<file path="src/rtl/mpeg_word_packer.sv">
// -----------------------------------------------------------------------------
// mpeg_word_packer
//
// Read-side drain for the MPEG output byte FIFO. Pops bytes (1-cycle read
// latency), packs them big-endian into 32-bit words and presents them on a
// valid/ready interface. At end of stream any partial word is flushed with a
// byte-keep mask and a last flag, after which done is raised.
//
// Ports:
//   clk, rst_n     system clock, asynchronous active-low reset
//   fifo_dout      FIFO read data, valid the cycle after fifo_rd
//   fifo_empty     FIFO empty flag
//   fifo_rd        FIFO pop strobe (combinational)
//   stream_end     sticky level: no more bytes will enter the FIFO
//   out_data       packed word, first byte in [31:24]
//   out_keep       byte-valid mask, keep[3] covers [31:24]
//   out_last       marks the final partial word
//   out_valid      word valid
//   out_ready      downstream accept
//   byte_cnt       bytes captured (wraps)
//   word_cnt       words accepted downstream (wraps)
//   done           sticky, flush complete
//   err_late_data  sticky, FIFO went non-empty after done
// -----------------------------------------------------------------------------
module mpeg_word_packer #(
  parameter int CNT_W = 32
) (
  input  logic             clk,
  input  logic             rst_n,
  input  logic [7:0]       fifo_dout,
  input  logic             fifo_empty,
  output logic             fifo_rd,
  input  logic             stream_end,
  output logic [31:0]      out_data,
  output logic [3:0]       out_keep,
  output logic             out_last,
  output logic             out_valid,
  input  logic             out_ready,
  output logic [CNT_W-1:0] byte_cnt,
  output logic [CNT_W-1:0] word_cnt,
  output logic             done,
  output logic             err_late_data
);

  typedef enum logic [1:0] {
    ST_RUN   = 2'd0,
    ST_FLUSH = 2'd1,
    ST_DONE  = 2'd2
  } state_t;

  state_t           r_state;
  state_t           w_state_nxt;

  logic [1:0]       r_cnt;       // next byte slot, 0 = [31:24]
  logic [31:0]      r_acc;       // word under assembly, or the skid word
  logic             r_acc_full;  // r_acc holds a complete word waiting
  logic             r_rd_d;      // a byte arrives on fifo_dout this cycle

  logic [31:0]      r_out_data;
  logic [3:0]       r_out_keep;
  logic             r_out_last;
  logic             r_out_valid;
  logic [CNT_W-1:0] r_byte_cnt;
  logic [CNT_W-1:0] r_word_cnt;
  logic             r_done;
  logic             r_err_late;

  logic             w_out_free;
  logic             w_word_done;
  logic             w_skid_stall;
  logic             w_direct_load;
  logic             w_drain_load;
  logic             w_flush_load;
  logic             w_fifo_rd;

  // MSB-first keep mask for a partial word of n bytes.
  function automatic logic [3:0] partial_keep(input logic [1:0] n);
    case (n)
      2'd1:    return 4'b1000;
      2'd2:    return 4'b1100;
      2'd3:    return 4'b1110;
      default: return 4'b0000;
    endcase
  endfunction

  // ---------------------------------------------------------------------------
  // Control: read strobe, load selection, next state
  // ---------------------------------------------------------------------------
  always_comb begin
    // NOTE: every signal assigned here gets a default first so no path can
    // leave one unassigned, which would otherwise infer a latch.
    w_state_nxt   = r_state;
    w_out_free    = ~r_out_valid | out_ready;
    w_word_done   = r_rd_d & (r_cnt == 2'd3);
    // A word completes now but the output register cannot take it; it goes to
    // the skid, so the byte that a read issued now would return has no home.
    w_skid_stall  = w_word_done & ~w_out_free;
    // Gated with rst_n so no pop is issued while reset is held.
    w_fifo_rd     = rst_n & (r_state == ST_RUN) & ~fifo_empty & ~r_acc_full
                    & ~w_skid_stall;
    w_direct_load = w_word_done & w_out_free;
    w_drain_load  = r_acc_full & w_out_free;
    w_flush_load  = (r_state == ST_FLUSH) & (r_cnt != 2'd0) & w_out_free;

    case (r_state)
      ST_RUN: begin
        if (stream_end & fifo_empty & ~r_rd_d & ~w_fifo_rd & ~r_acc_full)
          w_state_nxt = ST_FLUSH;
      end
      ST_FLUSH: begin
        if ((r_cnt == 2'd0) & ~r_out_valid)
          w_state_nxt = ST_DONE;
      end
      ST_DONE: begin
        w_state_nxt = ST_DONE;
      end
      default: begin
        w_state_nxt = ST_RUN;
      end
    endcase
  end

  always_ff @(posedge clk or negedge rst_n) begin
    if (!rst_n) begin
      r_state <= ST_RUN;
    end else begin
      // NOTE: sequential state is updated with non-blocking assignments so
      // every flop samples pre-edge values regardless of statement order.
      r_state <= w_state_nxt;
    end
  end

  // ---------------------------------------------------------------------------
  // Datapath: byte capture, skid, output register, counters, status
  // ---------------------------------------------------------------------------
  always_ff @(posedge clk or negedge rst_n) begin
    if (!rst_n) begin
      r_cnt       <= 2'd0;
      r_acc       <= 32'h0;
      r_acc_full  <= 1'b0;
      r_rd_d      <= 1'b0;
      r_out_data  <= 32'h0;
      r_out_keep  <= 4'h0;
      r_out_last  <= 1'b0;
      r_out_valid <= 1'b0;
      r_byte_cnt  <= '0;
      r_word_cnt  <= '0;
      r_done      <= 1'b0;
      r_err_late  <= 1'b0;
    end else begin
      r_rd_d <= w_fifo_rd;

      // Byte capture. Slot 0 clears the low bytes so that a flushed partial
      // word carries zeros in its unused slots.
      if (r_rd_d) begin
        r_byte_cnt <= r_byte_cnt + CNT_W'(1);
        r_cnt      <= r_cnt + 2'd1;
        case (r_cnt)
          2'd0: r_acc <= {fifo_dout, 24'h0};
          2'd1: r_acc[23:16] <= fifo_dout;
          2'd2: r_acc[15:8]  <= fifo_dout;
          default: begin
            if (!w_out_free) begin
              r_acc      <= {r_acc[31:8], fifo_dout};
              r_acc_full <= 1'b1;
            end
          end
        endcase
      end

      // Captures are blocked while the skid is full, so the drain never
      // collides with a write of r_acc above.
      if (w_drain_load)
        r_acc_full <= 1'b0;

      // Flush and capture never coincide: no reads are issued outside RUN.
      if (w_flush_load)
        r_cnt <= 2'd0;

      // Output register. At most one load source is active in any cycle.
      if (w_direct_load) begin
        r_out_data  <= {r_acc[31:8], fifo_dout};
        r_out_keep  <= 4'b1111;
        r_out_last  <= 1'b0;
        r_out_valid <= 1'b1;
      end else if (w_drain_load) begin
        r_out_data  <= r_acc;
        r_out_keep  <= 4'b1111;
        r_out_last  <= 1'b0;
        r_out_valid <= 1'b1;
      end else if (w_flush_load) begin
        r_out_data  <= r_acc;
        r_out_keep  <= partial_keep(r_cnt);
        r_out_last  <= 1'b1;
        r_out_valid <= 1'b1;
      end else if (out_ready) begin
        r_out_valid <= 1'b0;
      end

      if (r_out_valid & out_ready)
        r_word_cnt <= r_word_cnt + CNT_W'(1);

      if (w_state_nxt == ST_DONE)
        r_done <= 1'b1;

      if ((r_state == ST_DONE) & ~fifo_empty)
        r_err_late <= 1'b1;
    end
  end

  assign fifo_rd       = w_fifo_rd;
  assign out_data      = r_out_data;
  assign out_keep      = r_out_keep;
  assign out_last      = r_out_last;
  assign out_valid     = r_out_valid;
  assign byte_cnt      = r_byte_cnt;
  assign word_cnt      = r_word_cnt;
  assign done          = r_done;
  assign err_late_data = r_err_late;

endmodule

</file>
<file path="config.mk">
export PLATFORM = sky130hd
export DESIGN_NAME = mpeg_word_packer
export DESIGN_NICKNAME = d
export VERILOG_FILES = /design/src/rtl/mpeg_word_packer.sv
export SDC_FILE = /design/constraint.sdc
export NUM_CORES = 1
export LEC_CHECK = 0
export CORE_MARGIN = 8
export CORE_UTILIZATION = 50
export DETAILED_ROUTE_END_ITERATION = 16
export GPL_ROUTABILITY_DRIVEN = 0
export PLACE_DENSITY = 0.77
export SYNTH_ARGS = -nofsm -noshare
export SYNTH_HDL_FRONTEND = slang
export SYNTH_SLANG_ARGS = --single-unit
export TNS_END_PERCENT = 1
</file>
<file path="constraint.sdc">
create_clock -name clk -period 4.08 [get_ports clk]
set_clock_uncertainty 0.15 [all_clocks]
set_input_delay 0.816 -clock clk [delete_from_list [all_inputs] [get_ports clk]]
set_output_delay 0.816 -clock clk [all_outputs]
set_load 0.05 [all_outputs]
</file>
==> impl_metrics.py <==
metrics = {
    "drt": {
        "drc": 0,
        "routedWlPerCell_um": 18.2,
        "vias": 4439,
        "via_per_inst": 5.51,
        "ant_nets": 0,
        "drtIter0Drc": 400,
        "totalWireLength_mm": 14.7,
        "dr.pass1.iters": 5,
    },
    "clock_network": {
        "numCtsBuffers": 17,
        "cts_tree": "built",
        "path_clk_slew_ns": 0.05,
        "clockBufferDepth": 2,
        "htreeDepth": 4,
        "ctsResizeCount": 0,
        "holdBufCountCts": 0,
        "post_cts_buffers": 0,
        "clock-sinks": 142,
        "insertion_delay_ns": 0.42,
        "cts-root-buf": "clkbuf_16",
    },
    "worst_setup_path": {
        "reg2reg_slack_ns": 1.57,
        "worstSetupPathType": "input port to output pin",
        "end_kind": "output pin",
        "crit_buf_inv": 2,
        "reg2reg_from": "r_rd_d$_DFF_PN0_",
        "max_stage_delay_ns": 0.47,
        "regToRegEndpoint": "byte_cnt[28]$_DFFE_PN0P_",
        "worstPathCellList": "clkdlybuf4s50_1 > nor2b_1 > a31oi_1 > buf_4",
        "critical_path.top_delay_family": "buffers and inverters",
        "cp_max_fo": 5,
        "critical_path_required_ns": 3.11,
        "cp.arrival_ns": 2.09,
        "cp_slowest_cell": "clkdlybuf4s50_1",
        "r2r_cells": 4,
        "start_kind": "input port",
    },
    "outcome": {
        "outcome": "finished, final reports clean",
    },
    "synthesis": {
        "synthTopCellsByArea": "dfrtp_1, mux2_2, xnor2_1, nand2_1, xor2_1",
        "synth.most_common_cell": "dfrtp_1",
        "avgSynthCellArea_um2": 11.7,
        "synthesis.nets": 544,
        "syn-cell-area_um2": 6120,
        "synth_edf_count": 0,
        "async_flop_share_pct": 100,
        "synth_top_cell_by_area": "dfrtp_1",
        "ys_types": 38,
        "synth_top_area_share_pct": 58.0,
        "postSynthCellCount": 523,
        "ys_seq_area_share_pct": 58.0,
        "yosysWarnings": 0,
        "synth-seq-cells": 142,
        "synth_common_cells": "dfrtp_1, nand2_1, mux2_2",
        "synth-main-ff-cell": "dfrtp_1",
    },
    "power_and_ir_drop": {
        "ir_worst_vdd_mv": 0.567,
        "power.leakage_nw": 3.60,
        "powerDensity_nw_per_um2": 719,
    },
    "sta": {
        "slew_headroom_pct": 22.3,
        "timing.fmax_ghz": 0.327,
        "finalCritPeriodShare_pct": 74.8,
        "final-setup-viol-count": 0,
        "hold_violations": 0,
        "rsz0062_at_grt": "no",
        "period_needed_ns": 3.05,
        "slew_viol_final": 0,
        "timing.setup.tns_ns": 0,
        "worstMarginPinSlew_ns": 1.16,
    },
    "hold_path": {
        "holdPathStages": 1,
        "hold_class": "flop to flop",
        "holdPathEnd": "err_late_data$_DFFE_PN0P_",
        "hp-start": "err_late_data$_DFFE_PN0P_",
    },
    "floorplanning": {
        "die_height_um": 127,
        "dieWidth_um": 127,
        "core_um2": 12000,
        "std_cell_rows": 40,
        "io_pins": 118,
        "start_util_pct": 51.2,
        "die_area_um2": 16000,
    },
    "place": {
        "dp_cells": 774,
        "portBuffers": 117,
        "placed_area_um2": 7430,
        "dp_hpwl_mm": 10.0,
    },
    "finish": {
        "final_net_count": 667,
        "postLayoutCellArea_um2": 8140,
        "stdcell_count": 806,
        "drive_gt1_share_pct": 15.5,
        "syn_to_final_growth_pct": 32.9,
        "num_antenna_cells": 0,
    },
    "run": {
        "cap_violations": 0,
    },
    "grt": {
        "antenna_found_initial": 0,
        "grt_max_degree": 74,
        "grtUsageTotal_pct": 18.8,
        "first_global_vias": 4543,
        "grt_overflow": 0,
        "grt_pass1_wl_mm": 23.7,
    },
}
-- routing by layer --
metal	track usage, %	wire length, um	up-vias
met4	6.23	179	0
met3	7.16	949	14
met1	22.3	6210	2246
li1	-	-	2051
met2	30.8	7340	128
met5	0	0	-
-- report_power, final --
part           switching (mW)  total, mW  internal, mW
logic                    1.24       1.98         0.741
registers               0.273       2.04          1.77
clock network           0.571       1.83          1.25
-- registers in the layout, indices dropped and copies added, names as in the netlist --
signal and count:
err_late_data 1, done 1, out_last 1, r_acc 32, word_cnt 32, out_keep 4, out_valid 1, r_cnt 2
byte_cnt 32, r_rd_d 1, r_acc_full 1, r_state 2, out_data 32
-- through the flow --
step                util [%]  setup WS (ns)  power (mW)  hold WS, ns
floorplan                  -           1.27        3.35        0.296
global placement        62.2           1.07        3.99        0.293
detailed placement      62.2          0.992        4.05        0.300
global route            68.0          0.967        6.11        0.340
CTS                     68.0           1.04        5.91        0.316
finish                  68.0           1.03        5.85        0.315
-- layout by cell type (no fill, tap or decap), types with 8 or more instances in the layout --
| cell type | Yosys | final |
|---|---|---|
| mux2_2 | 50 | 50 |
| xor2_1 | 25 | 25 |
| nand3_1 | 16 | 16 |
| dfrtp_1 | 142 | 142 |
| inv_1 | 14 | 14 |
| o21ai_0 | 25 | 25 |
| xnor2_1 | 38 | 38 |
| ha_1 | 8 | 8 |
| nand4_1 | 25 | 25 |
| nor2_1 | 20 | 20 |
| nand2b_1 | 12 | 12 |
| nand2_1 | 65 | 65 |
| clkbuf_16 | 0 | 17 |
| nor3_1 | 15 | 15 |
| clkdlybuf4s50_1 | 0 | 115 |
-- cell type report --
class / count / area [um^2]
clock buffer: 21 / 470
tap: 147 / 184
clock inverter: 11 / 234
inverter: 14 / 52.6
timing repair buffer: 121 / 1200
fill: 906 / 3820
sequential: 142 / 3550
multi-input combinational: 350 / 2440
-- how the worst max path moves through the flow --
stage / start / to / slack [ns] / cells after the start
after floorplan: fifo_empty / fifo_rd / 1.27 / 3
after global placement: out_ready / out_data[29]$_DFFE_PN0P_ / 1.07 / 6
after detailed placement: out_ready / out_data[30]$_DFFE_PN0P_ / 0.99 / 6
after CTS: out_ready / fifo_rd / 1.04 / 4
after global routing: out_ready / fifo_rd / 0.97 / 4
final: out_ready / fifo_rd / 1.03 / 4
-- logic make-up (layout without fill, tap and decap cells) --
group	Yosys count	in the layout	share of synthesized area (%)
mux	51	51	9.36
flops	142	142	58.0
xor+xnor	63	63	9.01
compound gates	36	36	3.29
simple gates	192	192	16.6
fa+ha+maj	8	8	1.64
buf+inv	31	167	2.02
(Power assumes the default switching activity.)
==> variant, RTL diff (same flow settings) <==
Change the parameter `CNT_W` from 32 to 64.
--- a/src/rtl/mpeg_word_packer.sv
+++ b/src/rtl/mpeg_word_packer.sv
@@ -23,7 +23,7 @@
 //   err_late_data  sticky, FIFO went non-empty after done
 // -----------------------------------------------------------------------------
 module mpeg_word_packer #(
-  parameter int CNT_W = 32
+  parameter int CNT_W = 64
 ) (
   input  logic             clk,
   input  logic             rst_n,
Ports: changed (resized byte_cnt and word_cnt); port bits go from 118 to 182. The function was not compared with the original's and may differ.
==> variant against the unedited design <==
Count of clock-buffer cells in the layout up 17; power up 13%; setup slack worse by 0.14 ns; sequential cell count up 64; routed wire length up 55%; synthesized area up 52%; cell area up 48%; sequential share of layout area down 1.0 points; critical path type unchanged; critical endpoint unchanged; highest routed layer unchanged.
==> variant: results (changes against the unedited design) <==
[global_routing]
grt_max_degree = 76  ; +2.7%
grt_pass1_wl_um = 37880  ; +60%
grtUsageTotal_pct = 19.51  ; +0.72 points
first_global_vias = 7121  ; +57%
antenna_found_initial = 1  ; +1

[synth]
synthTopCellsByCount = 206 x dfrtp_1, 105 x nand2_1, 76 x xnor2_1
yosysUniqueCellTypes = 52  ; +37%
synth_nets = 864  ; +59%
syn_area_per_cell_um2 = 11.04  ; -5.7%
synth.yosys.seq_area_share_pct = 55.37  ; -2.7 points
synth_area_leaders = dfrtp_1 55%, xnor2_1 7.1%, xor2_1 4.8%

[detailed_routing]
drt_pre_antenna_iters = 4  ; -1
post_drt_wl_per_cell_um = 17.80  ; -2.3%
first_iter_violations = 224  ; -44%
vias_per_cell = 5.384  ; -2.2%

[power]
p_leak_nw = 5.297  ; +47%
power.switching_mw = 2.267  ; +8.8%
vdd_drop_max_mv = 0.2861  ; -50%

[clock_network]
clock_path_buffers = 3  ; +1
h-tree-depth = 1  ; -3
clock_latency_ns = 0.49  ; +0.07 ns
cts_buffers = 23  ; +6

[status]
status = completed

[placed_design]
placed_cells = 1241  ; +60%
hpwl_um = 16550  ; +66%
numPortBuffers = 181  ; +55%
place_ws_ns = 0.6292  ; -0.3632 ns

[worst_hold_path]
hp-class = input port to async pin

[layout]
final-instance-count-excl-fill = 1281  ; +59%
layout.nets = 1053  ; +58%
drive_gt1_share_pct = 9.465  ; -6.0 points

[timing]
setup_ws_ns = 0.8897  ; -0.1367 ns
slew_headroom_pct = 36.73  ; +14 points

[worst_setup_path]
crit_fanout = 6  ; +1
reg2reg_slack_ns = 1.25  ; -0.32 ns

[variant: cell types whose count changed after synthesis, sizes merged, moves of 14 or more]
cell | before | now
nor2 | 21 | 40
nor4 | 11 | 27
nor3 | 16 | 34
nand2 | 66 | 105
and3 | 7 | 21
dfrtp | 142 | 206
nand4 | 26 | 42
mux2 | 50 | 34
xnor2 | 38 | 76
nand3 | 16 | 49
xor2 | 25 | 51
[variant: layer usage]
metal / up-vias / global-route usage (%) / share of wire [%]
li1: 3311 / - / -
met1: 3367 / 25.41 / 44
met2: 181 / 31.39 / 47
met3: 38 / 5.247 / 6.2
met4: 0 / 5.985 / 2.5
met5: - / 0 / 0
[variant: final timing paths]
check	start	to	cells after the start
worst max-delay path	out_ready	fifo_rd	4
worst min-delay path	rst_n	byte_cnt[6]$_DFFE_PN0P_	1
worst max register to register	byte_cnt[2]$_DFFE_PN0P_	byte_cnt[45]$_DFFE_PN0P_	5
worst min register to register	err_late_data$_DFFE_PN0P_	err_late_data$_DFFE_PN0P_	1
max in group asynchronous	rst_n	word_cnt[37]$_DFFE_PN0P_	2
min in group clk	err_late_data$_DFFE_PN0P_	err_late_data$_DFFE_PN0P_	1
[variant: cells by family after synthesis]
group           after synthesis  share of synthesized area (%)
buf+inv                      42                          1.975
compound gates               44                          2.473
mux                          43                          5.080
flops                       206                          55.37
fa+ha+maj                     8                          1.075
simple gates                373                          22.08
xor+xnor                    127                          11.95
[variant: power groups by stage]
stage	registers, mW	clock network [mW]	logic, mW
CTS	2.66	2.00	1.99
finish	2.66	1.96	1.96
global route	2.72	2.09	2.10
global placement	2.68	0	1.94
floorplan	3.34	0	0.636
detailed placement	2.70	0	1.98
[variant: critical path: stages]
cell and delay (ns):
clkdlybuf4s50_1 0.49, nor2b_1 0.45, a31oi_1 0.25, buf_12 0.21
[variant: layout make-up]
| cell class | instances | area (µm²) |
|---|---|---|
| Sequential cell | 206 | 5155 |
| Clock inverter | 1 | 30.03 |
| Tap cell | 234 | 292.8 |
| Inverter | 19 | 71.32 |
| Fill cell | 1506 | 6435 |
| Antenna cell | 1 | 2.502 |
| Clock buffer | 38 | 681.9 |
| Multi-Input combinational cell | 595 | 3979 |
| Timing Repair Buffer | 187 | 1871 |
[variant: per-stage QoR]
stage / hold slack, ns / instance area (µm²) / utilization, % / total power [mW]
after global placement: 0.3047 / 11370 / 61.39 / 4.624
after detailed placement: 0.2973 / 11370 / 61.39 / 4.683
after floorplan: 0.2960 / 9310 / - / 3.980
after CTS: 0.03089 / 12080 / 65.24 / 6.658
after global routing: 0.03517 / 12080 / 65.25 / 6.908
final: 0.03455 / 12080 / 65.25 / 6.585
